`config.mk`:
```
export PLATFORM = sky130hd
export DESIGN_NAME = ctrlport_timeout_buffer
export DESIGN_NICKNAME = d
export VERILOG_FILES = /design/src/rtl/ctrlport_timeout_buffer.sv
export SDC_FILE = /design/constraint.sdc
export NUM_CORES = 1
export LEC_CHECK = 0
export CELL_PAD_IN_SITES_DETAIL_PLACEMENT = 0
export CELL_PAD_IN_SITES_GLOBAL_PLACEMENT = 1
export CORE_MARGIN = 3
export CORE_UTILIZATION = 51
export DETAILED_ROUTE_END_ITERATION = 10
export PLACE_DENSITY = 0.87
export SETUP_SLACK_MARGIN = 0.1
export SLEW_MARGIN = 20
export SYNTH_ARGS = -nofsm -noshare
export SYNTH_HDL_FRONTEND = slang
export SYNTH_SLANG_ARGS = --single-unit
export TNS_END_PERCENT = 1
```
`constraint.sdc`:
```
create_clock -name ctrlport_clk -period 18 [get_ports ctrlport_clk]
set_input_delay 4.5 -clock ctrlport_clk [delete_from_list [all_inputs] [get_ports ctrlport_clk]]
set_output_delay 4.5 -clock ctrlport_clk [all_outputs]
set_load 0.05 [all_outputs]
```
`src/rtl/ctrlport_timeout_buffer.sv`:
```
// ctrlport_timeout_buffer: CTRL Port request FIFO that issues one request at a time and synthesises a response on timeout.
module ctrlport_timeout_buffer #(
  parameter int         DEPTH       = 8,
  parameter int         TIMEOUT     = 1024,
  parameter logic [1:0] TIMEOUT_STS = 2'b01,
  parameter int         CNT_W       = 16
) (
  input  logic                       ctrlport_clk,
  input  logic                       ctrlport_rst,
  input  logic                       s_ctrlport_req_wr,
  input  logic                       s_ctrlport_req_rd,
  input  logic [19:0]                s_ctrlport_req_addr,
  input  logic [9:0]                 s_ctrlport_req_portid,
  input  logic [15:0]                s_ctrlport_req_rem_epid,
  input  logic [9:0]                 s_ctrlport_req_rem_portid,
  input  logic [31:0]                s_ctrlport_req_data,
  input  logic [3:0]                 s_ctrlport_req_byte_en,
  input  logic                       s_ctrlport_req_has_time,
  input  logic [63:0]                s_ctrlport_req_time,
  output logic                       s_ctrlport_resp_ack,
  output logic [1:0]                 s_ctrlport_resp_status,
  output logic [31:0]                s_ctrlport_resp_data,
  output logic                       m_ctrlport_req_wr,
  output logic                       m_ctrlport_req_rd,
  output logic [19:0]                m_ctrlport_req_addr,
  output logic [9:0]                 m_ctrlport_req_portid,
  output logic [15:0]                m_ctrlport_req_rem_epid,
  output logic [9:0]                 m_ctrlport_req_rem_portid,
  output logic [31:0]                m_ctrlport_req_data,
  output logic [3:0]                 m_ctrlport_req_byte_en,
  output logic                       m_ctrlport_req_has_time,
  output logic [63:0]                m_ctrlport_req_time,
  input  logic                       m_ctrlport_resp_ack,
  input  logic [1:0]                 m_ctrlport_resp_status,
  input  logic [31:0]                m_ctrlport_resp_data,
  output logic [$clog2(DEPTH):0]     fifo_level,
  output logic [CNT_W-1:0]           overflow_cnt,
  output logic [CNT_W-1:0]           timeout_cnt
);
  localparam int AW = $clog2(DEPTH);
  localparam int LW = AW + 1;
  localparam int TW = TIMEOUT > 1 ? $clog2(TIMEOUT) : 1;
  localparam int RW = 159;
  localparam logic [1:0] IDLE  = 2'd0;
  localparam logic [1:0] ISSUE = 2'd1;
  localparam logic [1:0] WAIT  = 2'd2;
  logic [RW-1:0] s_word, req_q, req_d;
  logic [RW-1:0] mem_q [DEPTH];
  logic [AW-1:0] wptr_q, wptr_d, rptr_q, rptr_d;
  logic [LW-1:0] level_q, level_d;
  logic [1:0] state_q, state_d, sts_q, sts_d;
  logic [TW-1:0] wcnt_q, wcnt_d;
  logic [31:0] dat_q, dat_d;
  logic [CNT_W-1:0] ovf_q, ovf_d, tmo_q, tmo_d;
  logic ack_q, ack_d, req_v, full, push, pop, expire, done, wr_l, rd_l;
  assign s_word = {s_ctrlport_req_wr, s_ctrlport_req_rd, s_ctrlport_req_addr, s_ctrlport_req_portid,
                   s_ctrlport_req_rem_epid, s_ctrlport_req_rem_portid, s_ctrlport_req_data,
                   s_ctrlport_req_byte_en, s_ctrlport_req_has_time, s_ctrlport_req_time};
  always_comb begin
    req_v   = s_ctrlport_req_wr | s_ctrlport_req_rd;
    full    = level_q == LW'(DEPTH);
    push    = req_v && !full;
    // one idle cycle after each response before the next pop
    pop     = state_q == IDLE && level_q != '0 && !ack_q;
    expire  = TIMEOUT != 0 && wcnt_q == TW'(TIMEOUT - 1);
    done    = state_q == WAIT && (m_ctrlport_resp_ack || expire);
    wptr_d  = wptr_q + AW'(push);
    rptr_d  = rptr_q + AW'(pop);
    level_d = level_q + LW'(push) - LW'(pop);
    req_d   = pop ? mem_q[rptr_q] : req_q;
    state_d = pop ? ISSUE : state_q == ISSUE ? WAIT : done ? IDLE : state_q;
    wcnt_d  = state_q == WAIT ? wcnt_q + 1'b1 : '0;
    ack_d   = done;
    sts_d   = !done ? 2'b00 : m_ctrlport_resp_ack ? m_ctrlport_resp_status : TIMEOUT_STS;
    dat_d   = done && m_ctrlport_resp_ack ? m_ctrlport_resp_data : 32'd0;
    ovf_d   = ovf_q + CNT_W'(req_v && full && !(&ovf_q));
    tmo_d   = tmo_q + CNT_W'(done && !m_ctrlport_resp_ack && !(&tmo_q));
  end
  always_ff @(posedge ctrlport_clk) begin
    if (ctrlport_rst) begin
      wptr_q  <= '0;
      rptr_q  <= '0;
      level_q <= '0;
      req_q   <= '0;
      state_q <= IDLE;
      wcnt_q  <= '0;
      ack_q   <= 1'b0;
      sts_q   <= '0;
      dat_q   <= '0;
      ovf_q   <= '0;
      tmo_q   <= '0;
    end else begin
      wptr_q  <= wptr_d;
      rptr_q  <= rptr_d;
      level_q <= level_d;
      req_q   <= req_d;
      state_q <= state_d;
      wcnt_q  <= wcnt_d;
      ack_q   <= ack_d;
      sts_q   <= sts_d;
      dat_q   <= dat_d;
      ovf_q   <= ovf_d;
      tmo_q   <= tmo_d;
    end
  end
  always_ff @(posedge ctrlport_clk) begin
    if (push) mem_q[wptr_q] <= s_word;
  end
  assign {wr_l, rd_l, m_ctrlport_req_addr, m_ctrlport_req_portid, m_ctrlport_req_rem_epid,
          m_ctrlport_req_rem_portid, m_ctrlport_req_data, m_ctrlport_req_byte_en,
          m_ctrlport_req_has_time, m_ctrlport_req_time} = req_q;
  assign m_ctrlport_req_wr      = state_q == ISSUE && wr_l;
  assign m_ctrlport_req_rd      = state_q == ISSUE && rd_l;
  assign s_ctrlport_resp_ack    = ack_q;
  assign s_ctrlport_resp_status = sts_q;
  assign s_ctrlport_resp_data   = dat_q;
  assign fifo_level             = level_q;
  assign overflow_cnt           = ovf_q;
  assign timeout_cnt            = tmo_q;
endmodule

```
======== Word level (Yosys, flattened, before mapping) ========
Memories as Yosys holds them, arrays and structs flattened. A register that Yosys moved wholly into a read port is not among the register bits.
Cells that the tools add are included.
operators by class
  muxes and demuxes ....................... 6
  reductions and logical operators ........ 28
  add/subtract/negate cells ............... 7
  eq/ne operators ......................... 4
  bitwise gates (word level) .............. 5
operators by type and width
  operator               count
  $add 16x1->16          2
  $reduce_and 16->1      2
  $logic_and 1x1->1      11
  $add 10x1->10 const B  1
  $eq 10x10->1 const B   1
  $reduce_or 2->1        4
  $add 3x1->3            2
  $logic_not 1->1        5
  $add 4x1->4            1
  $eq 4x4->1 const B     1
  $mux 1                 4
  $mux 2                 2
  $not 1->1              4
  $reduce_bool 4->1      1
  $sub 4x1->4            1
  $reduce_bool 3->1      1
  $reduce_or 3->1        1
  $eq 2x1->1 const B     1
  $eq 2x2->1 const B     1
  $logic_not 2->1        1
  $reduce_bool 2->1      1
  $logic_or 1x1->1       1
  $or 1x1->1             1
storage, ports and cells
  memory bits (writable) .................. 1,272
  memories kept ........................... 1
  register bits ........................... 89
  output and inout bits ................... 230
  input port bits ......................... 196
memories
  name   words  width  rd ports  clocked after Yosys merged registers in  write ports  RTL line  text
  mem_q  8      159    1         1                                        1            48        logic [RW-1:0] mem_q [DEPTH];

======== Longest topological paths before layout ========
Gate-level depths: netlist of run 1.
  depth in word-level cells ............... 6
  depth in mapped cells ................... 12

======== Worst setup path before layout of run 1 ========
OpenSTA, ideal clock, no wires.
  kind .................................... input -> register
  start point ............................. in s_ctrlport_req_rd
  end point ............................... mem mem_q[0][0] (enable)
  slack ................................... 1.504 ns
  arrival time ............................ 15.623 ns
  stages on the path ...................... 4
  setup time .............................. 0.873 ns
  path through ............................ nor2_1 -> a21oi_1 -> nand2b_1 -> nor3_1
between the ends
  longest elaborated chain between the ends .. 4
ends and longest elaborated chain
  what                          RTL line  text
  start, declared               11        input logic s_ctrlport_req_rd,
  $or 1x1->1                    60        req_v = s_ctrlport_req_wr | s_ctrlport_req_rd;
  $logic_and 1x1->1             62        push = req_v && !full;
  $mux 1                        107       if (push) mem_q[wptr_q] <= s_word;
  $mux 1 (not written as such)  107
  end, declared                 48
No other way between the ends.

======== Final worst setup path of run 1 ========
  start point ............................. in s_ctrlport_req_rd
  end point ............................... mem mem_q[3][11] (enable)
The elaborated chain is that of the path after synthesis.

==> impl_metrics.env, run 1 <==
export IMPL_outcome="finished, final reports clean"
export IMPL_multi_input_area_um2=11200
export IMPL_first_iter_violations=2850
export IMPL_startpoint_type="input port"
export IMPL_post_drt_wl_per_cell_um=26.2
export IMPL_wirelength_um=126000
export IMPL_async_flop_share_pct=0
export IMPL_synthCells=2882
export IMPL_std_cell_rows=121
export IMPL_coreArea_um2=109000
export IMPL_nFillCells=7519
export IMPL_via_count=27900
export IMPL_min_path_type="flip-flop to flip-flop"
export IMPL_cts_root_buf="clkbuf_16"
export IMPL_critical_path_class="input port to flip-flop"
export IMPL_p_leak_nw=20.7
export IMPL_slew_viol_final=0
export IMPL_ff_latch_area_um2=43200
export IMPL_die_h_um=338
export IMPL_p_int_mw=7.12
export IMPL_antenna_found_initial=34
export IMPL_synthFlopType="edfxtp_1"
export IMPL_htree_levels=4
export IMPL_synth_cell_types=41
export IMPL_yosysTopAreaCellShare_pct=68.0
export IMPL_path_max_fanout=53
export IMPL_yosysSeqAreaShare_pct=76.8
export IMPL_drtAntennaViolNets=0
export IMPL_maxCapViolCount=0
export IMPL_combPwrFrac_pct=26.8
export IMPL_setup_viol=0
export IMPL_post_cts_setup_buffers=0
export IMPL_relSlewSlack_pct=23.8
export IMPL_drcViolationCount=0
export IMPL_holdWs_ns=0.468
export IMPL_start_util_pct=51.5
export IMPL_tns_ns=0
export IMPL_fin_skew_ns=0.0220
export IMPL_p_per_area_nw_per_um2=157
export IMPL_gp_congestion=0.789
export IMPL_cp_end_kind="flip-flop"
export IMPL_die_x_um=338
export IMPL_clk_path_buf_depth=3
export IMPL_drive_gt1_share_pct=17.4
export IMPL_numCtsBuffers=148
export IMPL_grtUsageTotal_pct=22.1
export IMPL_cts_tree="built"
export IMPL_port_buffers=425
export IMPL_grt_overflow=0
export IMPL_worstPathArrival_ns=8.06
export IMPL_grt_max_degree=162
export IMPL_grt_pass1_vias=28100
export IMPL_period_share_pct=42.9
export IMPL_hold_buffers=0
export IMPL_avgSynthCellArea_um2=19.5
export IMPL_clk_latency_ns=0.73
export IMPL_clockPowerShare_pct=29.2
export IMPL_peakVddDrop_mv=0.152
export IMPL_viasPerCell=5.82
export IMPL_switching_share_pct=31.0
export IMPL_cts_resized=0
export IMPL_die_area_um2=114000
export IMPL_dr_pass1_iters=5
export IMPL_worst_pin_slew_ns=1.14
export IMPL_yosysWarnings=0
export IMPL_clock_sinks=1520
export IMPL_rsz0062_at_grt="false"
export IMPL_synth_seq_cells=1520
export IMPL_p_switching_mw=3.20
export IMPL_period_needed_ns=7.72
export IMPL_grt_pass1_wl_um=186000
export IMPL_synth_edf_count=1272
export IMPL_io_pins=426
export IMPL_yosysTopAreaCell="edfxtp_1"
export IMPL_final_nets=3398
export IMPL_seqPwrFrac_pct=44.0
export IMPL_hpwl_um=69200
export IMPL_synth_top_cells_by_area="edfxtp_1, mux4_2, dfxtp_1"
export IMPL_syn2layout_area_growth_pct=16.9
export IMPL_fmax_ghz=0.129
export IMPL_hold_viol=0
export IMPL_synth_area_um2=56200
export IMPL_synth_fp_nets=3094
export IMPL_worstPathRequired_ns=18.34
export IMPL_clkTransAtPathRegs_ns=0.06
export IMPL_fin_util_pct=60.2
==> synth_stat cells (3+ instances only) <==
cell type / instances
nor2_1: 207
edfxtp_1: 1272
xnor2_1: 19
buf_4: 159
nor3_1: 168
ha_1: 15
or4_1: 5
nand2b_1: 4
o22ai_1: 159
xor2_1: 15
nand2_1: 14
mux4_2: 318
buf_2: 68
nor4_1: 5
inv_1: 14
dfxtp_1: 248
nand3_1: 20
nor2b_1: 10
and4_1: 4
buf_1: 4
and2_1: 33
nand4_1: 8
o31ai_1: 3
clkbuf_1: 75
a21oi_1: 11
o21ai_0: 3
==> layout make-up <==
class,count,share of cell area (%)
tap,1476,2.81
antenna,24,0.0914
clock buffer,215,6.44
inverter,14,0.0800
timing repair buffer,461,7.02
multi-input combinational,1041,17.1
clock inverter,51,0.760
sequential,1520,65.7
==> placed cells by master (no fill, tap or decap), drive strengths merged, types with 7 or more instances in the layout <==
master and n:
nand3 20, bufinv 9, ha 15, clkinvlp 7, dfxtp 248, mux4 318, nand4 9, inv 17
nor2 207, buf 37, edfxtp 1272, o22ai 159, xnor2 19, nor3 169, clkdlybuf4s50 424, nand2 14
xor2 15, a21oi 11, clkinv 32, and2 33, nor2b 10, diode 24, clkbuf 215
==> sequential cells by signal, indices dropped and copies added (netlist names), 4 cells and up <==
name and cells:
timeout_cnt 16, fifo_level 4, overflow_cnt 16, req_q 159
s_ctrlport_resp_data 32, mem_q 1272, wcnt_q 10
==> power groups by stage <==
| stage | Combinational (mW) | Clock (mW) | Sequential, mW |
|---|---|---|---|
| global route | 2.95 | 3.20 | 4.59 |
| CTS | 2.80 | 3.07 | 4.55 |
| global placement | 2.75 | 0 | 4.58 |
| floorplan | 2.04 | 0 | 4.67 |
| finish | 2.76 | 3.01 | 4.54 |
| detailed placement | 2.78 | 0 | 4.61 |
==> kinds of logic after synthesis <==
logic type	count (synthesis)	synth area share [%]
flops	1520	76.8
simple gates	491	4.13
buf+inv	321	3.37
mux	318	12.7
compound gates	182	2.03
xor+xnor	34	0.530
fa+ha+maj	16	0.370
==> final timing paths <==
check                           slack [ns]            to         startpoint  cells after the start
worst min register to register        0.47     wcnt_q[0]          wcnt_q[0]                      1
worst max register to register       14.17  mem_q[3][11]      fifo_level[2]                      7
worst max-delay path                 10.28  mem_q[3][11]  s_ctrlport_req_rd                      7
worst min-delay path                  0.47     wcnt_q[0]          wcnt_q[0]                      1
==> through the flow <==
step | cells | instance area (um^2) | total power [mW] | worst slack, ns
floorplan | 2882 | 56200 | 6.71 | 1.50
global placement | 4512 | 60900 | 7.33 | 9.63
detailed placement | 4512 | 60900 | 7.38 | 9.56
CTS | 4778 | 65600 | 10.4 | 10.34
global route | 4791 | 65700 | 10.7 | 10.13
finish | 4802 | 65700 | 10.3 | 10.28
==> metal layers <==
metal | routed length, um | vias up | share of wire (%) | GRT usage, %
met4 | 3290 | 18 | 2.6 | 8.37
met2 | 61200 | 1264 | 49 | 34.2
met5 | 108 | - | 0.086 | 0
met3 | 11500 | 192 | 9.1 | 6.10
li1 | - | 12000 | - | -
met1 | 49800 | 14500 | 40 | 30.2
==> critical path, cell delays in order <==
cell and delay (ns):
clkdlybuf4s50_1 0.65, nor2_1 0.17, a21oi_1 0.46, nand2_1 0.34
nor2_4 0.46, buf_4 0.56, buf_4 0.74
(Power assumes the default switching activity.)
==> run 2, diff against run 1 <==
--- a/config.mk
+++ b/config.mk
@@ -8,9 +8,9 @@
 export CELL_PAD_IN_SITES_DETAIL_PLACEMENT = 0
 export CELL_PAD_IN_SITES_GLOBAL_PLACEMENT = 1
 export CORE_MARGIN = 3
-export CORE_UTILIZATION = 51
+export CORE_UTILIZATION = 46
 export DETAILED_ROUTE_END_ITERATION = 10
-export PLACE_DENSITY = 0.87
+export PLACE_DENSITY = 0.83
 export SETUP_SLACK_MARGIN = 0.1
 export SLEW_MARGIN = 20
 export SYNTH_ARGS = -nofsm -noshare
==> constraint.sdc (replaced) <==
create_clock -name ctrlport_clk -period 6.9 [get_ports ctrlport_clk]
set_input_delay 1.725 -clock ctrlport_clk [delete_from_list [all_inputs] [get_ports ctrlport_clk]]
set_output_delay 1.725 -clock ctrlport_clk [all_outputs]
set_load 0.05 [all_outputs]
==> impl_metrics.env, run 2 (synthesis gave the netlist of run 1 again) <==
export IMPL_slew_viol_final=0
export IMPL_worstPathCellList="clkdlybuf4s50_1 > nor2_1 > a21oi_1 > nand2b_1 > nor2_4 > buf_16 > buf_4"
export IMPL_viasPerCell=5.55
export IMPL_via_count=27500
export IMPL_fin_util_pct=55.1
export IMPL_critical_path_slowest_cell="nor2_4"
export IMPL_relSlewSlack_pct=27.2
export IMPL_grtUsageTotal_pct=19.9
export IMPL_worstSetupEndpoint="mem_q[4][104]"
export IMPL_cts_tree="built"
export IMPL_switching_share_pct=31.0
export IMPL_p_leak_nw=20.9
export IMPL_p_switching_mw=8.46
export IMPL_final_nets=3412
export IMPL_port_buffers=425
export IMPL_hpwl_um=70000
export IMPL_cts_resized=0
export IMPL_p_per_area_nw_per_um2=411
export IMPL_fmax_ghz=0.231
export IMPL_htree_levels=4
export IMPL_rsz0062_at_grt="false"
export IMPL_seqPwrFrac_pct=43.3
export IMPL_met1_usage_pct=25.8
export IMPL_post_drt_wl_per_cell_um=25.3
export IMPL_use_met3_pct=5.69
export IMPL_wirelength_um=125000
export IMPL_die_x_um=355
export IMPL_layout_common_cells="edfxtp_1, clkdlybuf4s50_1, mux4_2"
export IMPL_rr_worst_depth=7
export IMPL_clkTransAtPathRegs_ns=0.06
export IMPL_combPwrFrac_pct=26.4
export IMPL_drtAntennaViolNets=0
export IMPL_period_needed_ns=4.33
export IMPL_busiest_layer="met2"
export IMPL_std_cell_rows=127
export IMPL_worst_pin_slew_ns=1.09
export IMPL_final_area_um2=66400
export IMPL_regToRegSetupSlack_ns=3.62
export IMPL_post_route_worst_setup_slack_ns=2.57
export IMPL_min_path_type="flip-flop to flip-flop"
export IMPL_post_cts_setup_buffers=0
export IMPL_maxCapViolCount=0
export IMPL_hold_buffers=0
export IMPL_coreArea_um2=121000
export IMPL_crit_family="simple AND/OR/NAND/NOR gates"
export IMPL_io_pins=426
export IMPL_max_stage_delay_ns=0.69
export IMPL_fin_skew_ns=0.0288
export IMPL_regMostFlops="mem_q"
export IMPL_path_max_fanout=17
export IMPL_dp_slack_ns=1.63
export IMPL_dpl_cell_area_um2=61300
export IMPL_clock_sinks=1520
export IMPL_syn2layout_area_growth_pct=18.2
export IMPL_grt_overflow=0
export IMPL_cts_root_buf="clkbuf_16"
export IMPL_clockPowerShare_pct=30.3
export IMPL_setup_viol=0
export IMPL_start_util_pct=46.6
export IMPL_numCtsBuffers=153
export IMPL_critical_path_class="input port to flip-flop"
export IMPL_clk_latency_ns=0.77
export IMPL_grt_max_degree=162
export IMPL_startpoint_type="input port"
export IMPL_die_h_um=355
export IMPL_holdWs_ns=0.456
export IMPL_outcome="finished, final reports clean"
export IMPL_clk_path_buf_depth=3
export IMPL_tns_ns=0
export IMPL_startpoint="s_ctrlport_req_rd"
export IMPL_drcViolationCount=0
export IMPL_cp_end_kind="flip-flop"
export IMPL_die_area_um2=126000
export IMPL_worstPathArrival_ns=4.75
export IMPL_hold_viol=0
export IMPL_gp_congestion=0.816
export IMPL_worst_r2r_endpoint="mem_q[4][104]"
export IMPL_dr_pass1_iters=5
export IMPL_grt_pass1_vias=28800
export IMPL_worstPathBufferInverterCount=3
export IMPL_grt_pass1_wl_um=187000
export IMPL_use_met2_pct=32.5
export IMPL_period_share_pct=62.8
export IMPL_first_iter_violations=2183
export IMPL_largest_reg_flops=1272
export IMPL_r2r_start="fifo_level[2]"
export IMPL_mostFrequentLayoutCell="edfxtp_1"
export IMPL_peakVddDrop_mv=0.535
export IMPL_p_int_mw=18.8
export IMPL_worstPathRequired_ns=7.32
export IMPL_antenna_found_initial=25
export IMPL_path_depth=7
export IMPL_drive_gt1_share_pct=18.4
[run 2: metrics by stage]
stage	instances	power (mW)
6_report	4959	27.3
2_1_floorplan	2882	17.4
5_1_grt	4948	28.5
4_1_cts	4937	27.7
3_5_place_dp	4656	19.3
3_3_place_gp	4655	19.2
[run 2: area by class of cell]
class | count | area [um^2]
multi-input cells | 1041 | 11200
clock inverters | 84 | 942
inverters | 14 | 52.6
clock buffers | 197 | 4130
flip-flops and latches | 1520 | 43200
repair buffers | 470 | 4850
fillers | 8999 | 54200
well taps | 1612 | 2020
diodes | 21 | 52.6
[run 2: worst min-delay path by stage]
| stage | from | endpoint | slack (ns) | cells past startpoint |
|---|---|---|---|---|
| global route | wcnt_q[0] | wcnt_q[0] | 0.47 | 1 |
| global placement | wcnt_q[0] | wcnt_q[0] | 0.44 | 1 |
| floorplan | wcnt_q[0] | wcnt_q[0] | 0.43 | 1 |
| detailed placement | wcnt_q[0] | wcnt_q[0] | 0.45 | 1 |
| CTS | wcnt_q[0] | wcnt_q[0] | 0.46 | 1 |
| finish | wcnt_q[0] | wcnt_q[0] | 0.46 | 1 |
[run 2: worst register-to-register path: cells and delay by family (launching register included)]
family	cells	cell delay, ns
adders and majority gates	1	0.24
AOI/OAI and AO/OA	1	0.57
and+or+nand+nor	2	1.09
DFF	1	0.39
buffers and inverters	3	0.64
[run 2: power groups by stage]
stage	Combinational [mW]	Clock, mW	Sequential (mW)
after global placement	7.25	0	12.0
after CTS	7.35	8.46	11.8
final	7.21	8.27	11.8
after global routing	7.74	8.82	11.9
after detailed placement	7.31	0	12.0
after floorplan	5.32	0	12.1
[run 2: layer usage]
metal | share of wire [%] | vias up
met4 | 2.7 | 12
met5 | 0.059 | -
met2 | 49 | 932
met1 | 40 | 14300
met3 | 7.8 | 214
li1 | - | 12100
